### config.mk
export PLATFORM = sky130hd
export DESIGN_NAME = mem_stage
export DESIGN_NICKNAME = d
export VERILOG_FILES = /design/src/rtl/mem_stage.sv
export SDC_FILE = /design/constraint.sdc
export NUM_CORES = 1
export LEC_CHECK = 0
export ABC_CLOCK_PERIOD_IN_PS = 3100
export CAP_MARGIN = 15
export CORE_AREA = 5 5 179 181
export CTS_CLUSTER_DIAMETER = 80
export DETAILED_ROUTE_END_ITERATION = 16
export DIE_AREA = 0 0 184 186
export PLACE_DENSITY = 0.7
export SLEW_MARGIN = 20
export SYNTH_ARGS = -nofsm -noshare
export SYNTH_HDL_FRONTEND = slang
export SYNTH_SLANG_ARGS = --single-unit
### constraint.sdc
create_clock -name clk -period 3.1 [get_ports clk]
set_input_delay 0.62 -clock clk [delete_from_list [all_inputs] [get_ports clk]]
set_output_delay 0.62 -clock clk [all_outputs]
set_load 0.03 [all_outputs]
### src/rtl/mem_stage.sv
// mem_stage: MEM pipeline stage driving a req/gnt/rvalid data-memory port with
// alignment and timeout checks in front of the MEM/WB register.
module mem_stage #(
    parameter int MAX_WAIT = 15
) (
    input  logic        clk,
    input  logic        reset,
    input  logic        RegWriteM,
    input  logic        MemWriteM,
    input  logic        MemToRegM,
    input  logic        MemReadM,
    input  logic [4:0]  RD_M,
    input  logic [63:0] WriteDataM,
    input  logic [63:0] ALU_ResultM,
    output logic        dmem_req,
    output logic        dmem_we,
    output logic [63:0] dmem_addr,
    output logic [63:0] dmem_wdata,
    input  logic        dmem_gnt,
    input  logic        dmem_rvalid,
    input  logic [63:0] dmem_rdata,
    output logic        StallM,
    output logic        RegWriteW,
    output logic        MemToRegW,
    output logic [4:0]  RD_W,
    output logic [63:0] ReadDataW,
    output logic [63:0] ALU_ResultW,
    output logic        MisalignW,
    output logic        TimeoutW
);
    localparam int CW = $clog2(MAX_WAIT + 1);

    typedef enum logic [1:0] {IDLE, REQ, WAIT} state_t;

    state_t          state, state_nx;
    logic [CW-1:0]   wait_cnt, wait_cnt_nx;
    logic            mem_op, aligned, expire, issue, req_clear;
    logic            wb_rw, wb_m2r, wb_mis, wb_to;
    logic [4:0]      wb_rd;
    logic [63:0]     wb_alu, wb_rdata;

    assign mem_op  = MemReadM | MemWriteM;
    assign aligned = ALU_ResultM[2:0] == 3'd0;
    assign expire  = wait_cnt == CW'(MAX_WAIT - 1);

    always_comb begin
        state_nx    = state;
        wait_cnt_nx = '0;
        StallM      = 1'b0;
        issue       = 1'b0;
        req_clear   = 1'b0;
        wb_rw       = RegWriteM;
        wb_m2r      = MemToRegM;
        wb_rd       = RD_M;
        wb_alu      = ALU_ResultM;
        wb_rdata    = '0;
        wb_mis      = 1'b0;
        wb_to       = 1'b0;
        case (state)
            IDLE: begin
                if (mem_op && aligned) begin
                    StallM   = 1'b1;
                    issue    = 1'b1;
                    state_nx = REQ;
                end else if (mem_op) begin
                    wb_rw  = 1'b0;
                    wb_m2r = 1'b0;
                    wb_mis = 1'b1;
                end
            end
            REQ: begin
                // a granted store completes immediately; a granted load still waits for data
                if (dmem_gnt && dmem_we) begin
                    state_nx  = IDLE;
                    req_clear = 1'b1;
                end else if (expire) begin
                    state_nx  = IDLE;
                    req_clear = 1'b1;
                    wb_rw     = 1'b0;
                    wb_m2r    = 1'b0;
                    wb_to     = 1'b1;
                end else begin
                    StallM      = 1'b1;
                    wait_cnt_nx = wait_cnt + 1'b1;
                    state_nx    = dmem_gnt ? WAIT : REQ;
                    req_clear   = dmem_gnt;
                end
            end
            WAIT: begin
                if (dmem_rvalid) begin
                    state_nx = IDLE;
                    wb_rdata = dmem_rdata;
                end else if (expire) begin
                    state_nx = IDLE;
                    wb_rw    = 1'b0;
                    wb_m2r   = 1'b0;
                    wb_to    = 1'b1;
                end else begin
                    StallM      = 1'b1;
                    wait_cnt_nx = wait_cnt + 1'b1;
                end
            end
            default: state_nx = IDLE;
        endcase
        if (StallM) begin
            wb_rw    = 1'b0;
            wb_m2r   = 1'b0;
            wb_rd    = '0;
            wb_alu   = '0;
            wb_rdata = '0;
            wb_mis   = 1'b0;
            wb_to    = 1'b0;
        end
    end

    always_ff @(posedge clk) begin
        if (!reset) begin
            state       <= IDLE;
            wait_cnt    <= '0;
            dmem_req    <= 1'b0;
            dmem_we     <= 1'b0;
            dmem_addr   <= '0;
            dmem_wdata  <= '0;
            RegWriteW   <= 1'b0;
            MemToRegW   <= 1'b0;
            RD_W        <= '0;
            ReadDataW   <= '0;
            ALU_ResultW <= '0;
            MisalignW   <= 1'b0;
            TimeoutW    <= 1'b0;
        end else begin
            state       <= state_nx;
            wait_cnt    <= wait_cnt_nx;
            if (issue) begin
                dmem_req   <= 1'b1;
                dmem_we    <= MemWriteM & ~MemReadM;
                dmem_addr  <= ALU_ResultM;
                dmem_wdata <= WriteDataM;
            end else if (req_clear) begin
                dmem_req <= 1'b0;
                dmem_we  <= 1'b0;
            end
            RegWriteW   <= wb_rw;
            MemToRegW   <= wb_m2r;
            RD_W        <= wb_rd;
            ReadDataW   <= wb_rdata;
            ALU_ResultW <= wb_alu;
            MisalignW   <= wb_mis;
            TimeoutW    <= wb_to;
        end
    end
endmodule

==> results.py <==
metrics = {
    "global_route": {
        "grt_pass1_vias": 7608,
        "wire_length_of_the_first_global_routing_pass_um": 43700,
        "antenna_found_initial": 0,
        "grt_use_total": 0.159,
        "grt_max_degree": 129,
        "gr-total-overflow": 0,
    },
    "clock_tree": {
        "cts_post_setup_buffers_inserted": 0,
        "cts_hold_buf": 0,
        "clk_pin_slew_ps": 60,
        "cts.path.max_buffers": 3,
        "cts-root-buf": "sky130_fd_sc_hd__clkbuf_16",
        "postCtsResizedCells": 0,
        "clkSinkCount": 273,
        "tritoncts_buffers": 29,
        "cts_tree": "yes",
        "htree_num_levels": 1,
        "clk_latency_ps": 540,
    },
    "sta": {
        "hold_viol": 0,
        "timing.final.max_slew_violations": 0,
        "final.setup_skew_ps": 18.0,
        "timing.final.setup_violations": 0,
        "fin_hold_ws_ps": 451,
        "max_clock_freq_ghz": 0.380,
        "min_period_over_period": 0.849,
        "finalCriticalPeriod_ps": 2630,
        "finalSetupTns_ps": 0,
        "normalized_max_slew_margin": 0.444,
        "grt_setup_unrepaired": "false",
        "tightestPinTransition_ps": 835,
    },
    "die": {
        "die_width_um": 184,
        "core_area_um2": 30300,
        "rows": 64,
        "dieArea_um2": 34200,
        "fp.dieH_um": 186,
        "initial_core_util": 0.282,
        "ios": 473,
    },
    "pwr": {
        "power.density_nw_per_um2": 590,
        "p_leak_nw": 5.54,
        "vdd.ir_drop.worst_v": 0.000365,
    },
    "run_status": {
        "outcome": "complete, no violations",
    },
    "setup_path": {
        "worstPathMaxFanout": 4,
        "regToRegSetupSlack_ps": 930,
        "arrival_worst_endpoint_ps": 2010,
        "crit-reg2reg-capture": "dmem_addr[5]",
        "startpoint_kind_of_the_worst_setup_timing_path": "input port",
        "rr_worst_depth": 7,
        "worstReg2RegStart": "state[0]",
        "worst_ep_required_time_ps": 2480,
        "endpoint_kind": "output pin",
        "path_type_of_the_worst_setup_path": "in -> out",
    },
    "cells_and_area": {
        "layoutNonFillerInstCount": 1768,
        "antennaDiodeCount": 0,
        "flow.area_growth_from_synthesis_pct": 70.6,
        "drive_gt1_frac": 0.0408,
        "fin_nets": 1565,
    },
    "routing": {
        "detailroute.via_count": 7734,
        "route.final.wire_length_um": 29500,
        "drt_pre_antenna_iters": 4,
        "vias_per_cell": 4.37,
        "detail_route.iter0.violations": 265,
        "drc_errors": 0,
        "drt.antenna.violating_nets": 0,
        "wire_per_inst_um": 16.7,
    },
    "placed_design": {
        "finalWeightedCongestion": 0.798,
        "dpl.hpwl_um": 21400,
        "io_buffers": 472,
        "placed_cells": 1719,
    },
    "flow_run": {
        "maxCapViolCount": 0,
    },
    "worst_hold_path": {
        "hold-path-cell-count": 2,
        "holdPathEnd": "dmem_wdata[4]",
        "hold_path_class": "reg -> reg",
        "min_from": "dmem_wdata[4]",
    },
    "synthesis": {
        "avg_cell_area_syn_um2": 9.43,
        "synthDistinctLibCells": 32,
        "edff_count_synth": 0,
        "synth_ff_type": "sky130_fd_sc_hd__dfxtp_1",
        "asyncSetResetFlopFracSynth": 0,
        "synth_warnings": 0,
        "netlist_instances": 906,
        "mappedNetlistNets": 1117,
        "synth.cell_area_um2": 8540,
        "synth-seq-cells": 273,
        "synth.yosys.seq_area_share": 0.640,
    },
}
## layer usage
layer,part of all wire,GRT usage,vias up
met2,0.50,0.282,338
met3,0.10,0.0590,49
met5,0,0,-
met1,0.38,0.180,3525
met4,0.025,0.0470,0
li1,-,-,3822
## sequential cells by signal (all words and copies together) (netlist names)
signal and flops:
ALU_ResultW 64, MemToRegW 1, MisalignW 1, RD_W 5, ReadDataW 64, RegWriteW 1
TimeoutW 1, dmem_addr 64, dmem_req 1, dmem_wdata 64, dmem_we 1, state 2
wait_cnt 4
## critical path, stage by stage
cell                              delay, ps
sky130_fd_sc_hd__clkdlybuf4s50_1        460
sky130_fd_sc_hd__nor3_1                 330
sky130_fd_sc_hd__nor2b_4                280
sky130_fd_sc_hd__a21oi_1                 60
sky130_fd_sc_hd__nor2_1                  90
sky130_fd_sc_hd__buf_4                  180
## final cells by class
cell class | count | area [µm²]
fill | 2772 | 15700
clock inverter | 5 | 82.6
clock buffer | 44 | 852
tap | 396 | 495
sequential | 273 | 5470
inverter | 5 | 21.3
timing repair buffer | 481 | 4840
multi-input combinational | 564 | 2810
## placed cells by master (no fill, tap or decap), types with 4 or more instances in the layout
| cell type | n |
|---|---|
| sky130_fd_sc_hd__a21oi_1 | 130 |
| sky130_fd_sc_hd__and2_1 | 70 |
| sky130_fd_sc_hd__and3_1 | 68 |
| sky130_fd_sc_hd__buf_12 | 4 |
| sky130_fd_sc_hd__buf_4 | 6 |
| sky130_fd_sc_hd__clkbuf_1 | 8 |
| sky130_fd_sc_hd__clkbuf_16 | 29 |
| sky130_fd_sc_hd__clkbuf_8 | 7 |
| sky130_fd_sc_hd__clkdlybuf4s50_1 | 471 |
| sky130_fd_sc_hd__dfxtp_1 | 273 |
| sky130_fd_sc_hd__ha_1 | 6 |
| sky130_fd_sc_hd__inv_1 | 4 |
| sky130_fd_sc_hd__nand2_1 | 253 |
| sky130_fd_sc_hd__nand3_1 | 4 |
| sky130_fd_sc_hd__nor2_1 | 8 |
## metrics by stage
| step | setup WS, ps | util | total power, mW | instance area, µm² |
|---|---|---|---|---|
| detailed placement | 291 | 0.450 | 5.29 | 13600 |
| floorplan | 459 | - | 4.52 | 8540 |
| finish | 468 | 0.481 | 8.60 | 14600 |
| global route | 370 | 0.481 | 8.97 | 14600 |
| CTS | 440 | 0.481 | 8.73 | 14600 |
| global placement | 308 | 0.450 | 5.27 | 13600 |
## cells in the mapped netlist, drive strengths merged (2+ instances only)
cell	number	area, µm²
dfxtp	273	5470
nand2	253	950
a21oi	130	651
and2	70	438
and3	68	425
clkbuf	37	139
buf	27	134
nor2	8	30.0
ha	6	75.1
inv	5	18.8
nand3	4	20.0
nand2b	3	18.8
and3b	2	17.5
nor2b	2	12.5
o21a	2	15.0
o21ai	2	10.0
## cell families (layout without fill, tap and decap cells)
kind of cell | Yosys count | after routing | share of synthesized area
AOI/OAI and AO/OA | 140 | 140 | 0.0862
xor gates and xnor gates | 2 | 2 | 0.00205
adders and majority gates | 6 | 6 | 0.00879
buffers and inverters | 69 | 535 | 0.0341
DFF | 273 | 273 | 0.640
and+or+nand+nor | 416 | 416 | 0.229
## power by group
| group | internal (mW) | switching (mW) | total [mW] |
|---|---|---|---|
| logic | 0.660 | 0.780 | 1.44 |
| registers | 3.69 | 0.0667 | 3.76 |
| clock network | 2.04 | 1.36 | 3.40 |
| total | 6.39 | 2.21 | 8.60 |
## worst max-delay path by stage
stage                     to      startpoint  cells past startpoint  slack [ps]
3_5_place_dp   dmem_addr[42]  ALU_ResultM[0]                      6         290
5_1_grt               StallM        state[0]                      7         370
2_1_floorplan         StallM  ALU_ResultM[0]                      6         460
6_report              StallM  ALU_ResultM[0]                      6         470
4_1_cts               StallM  ALU_ResultM[0]                      6         440
3_3_place_gp   dmem_addr[44]  ALU_ResultM[0]                      6         310
Note: power is estimated with default switching activity, not from simulation.
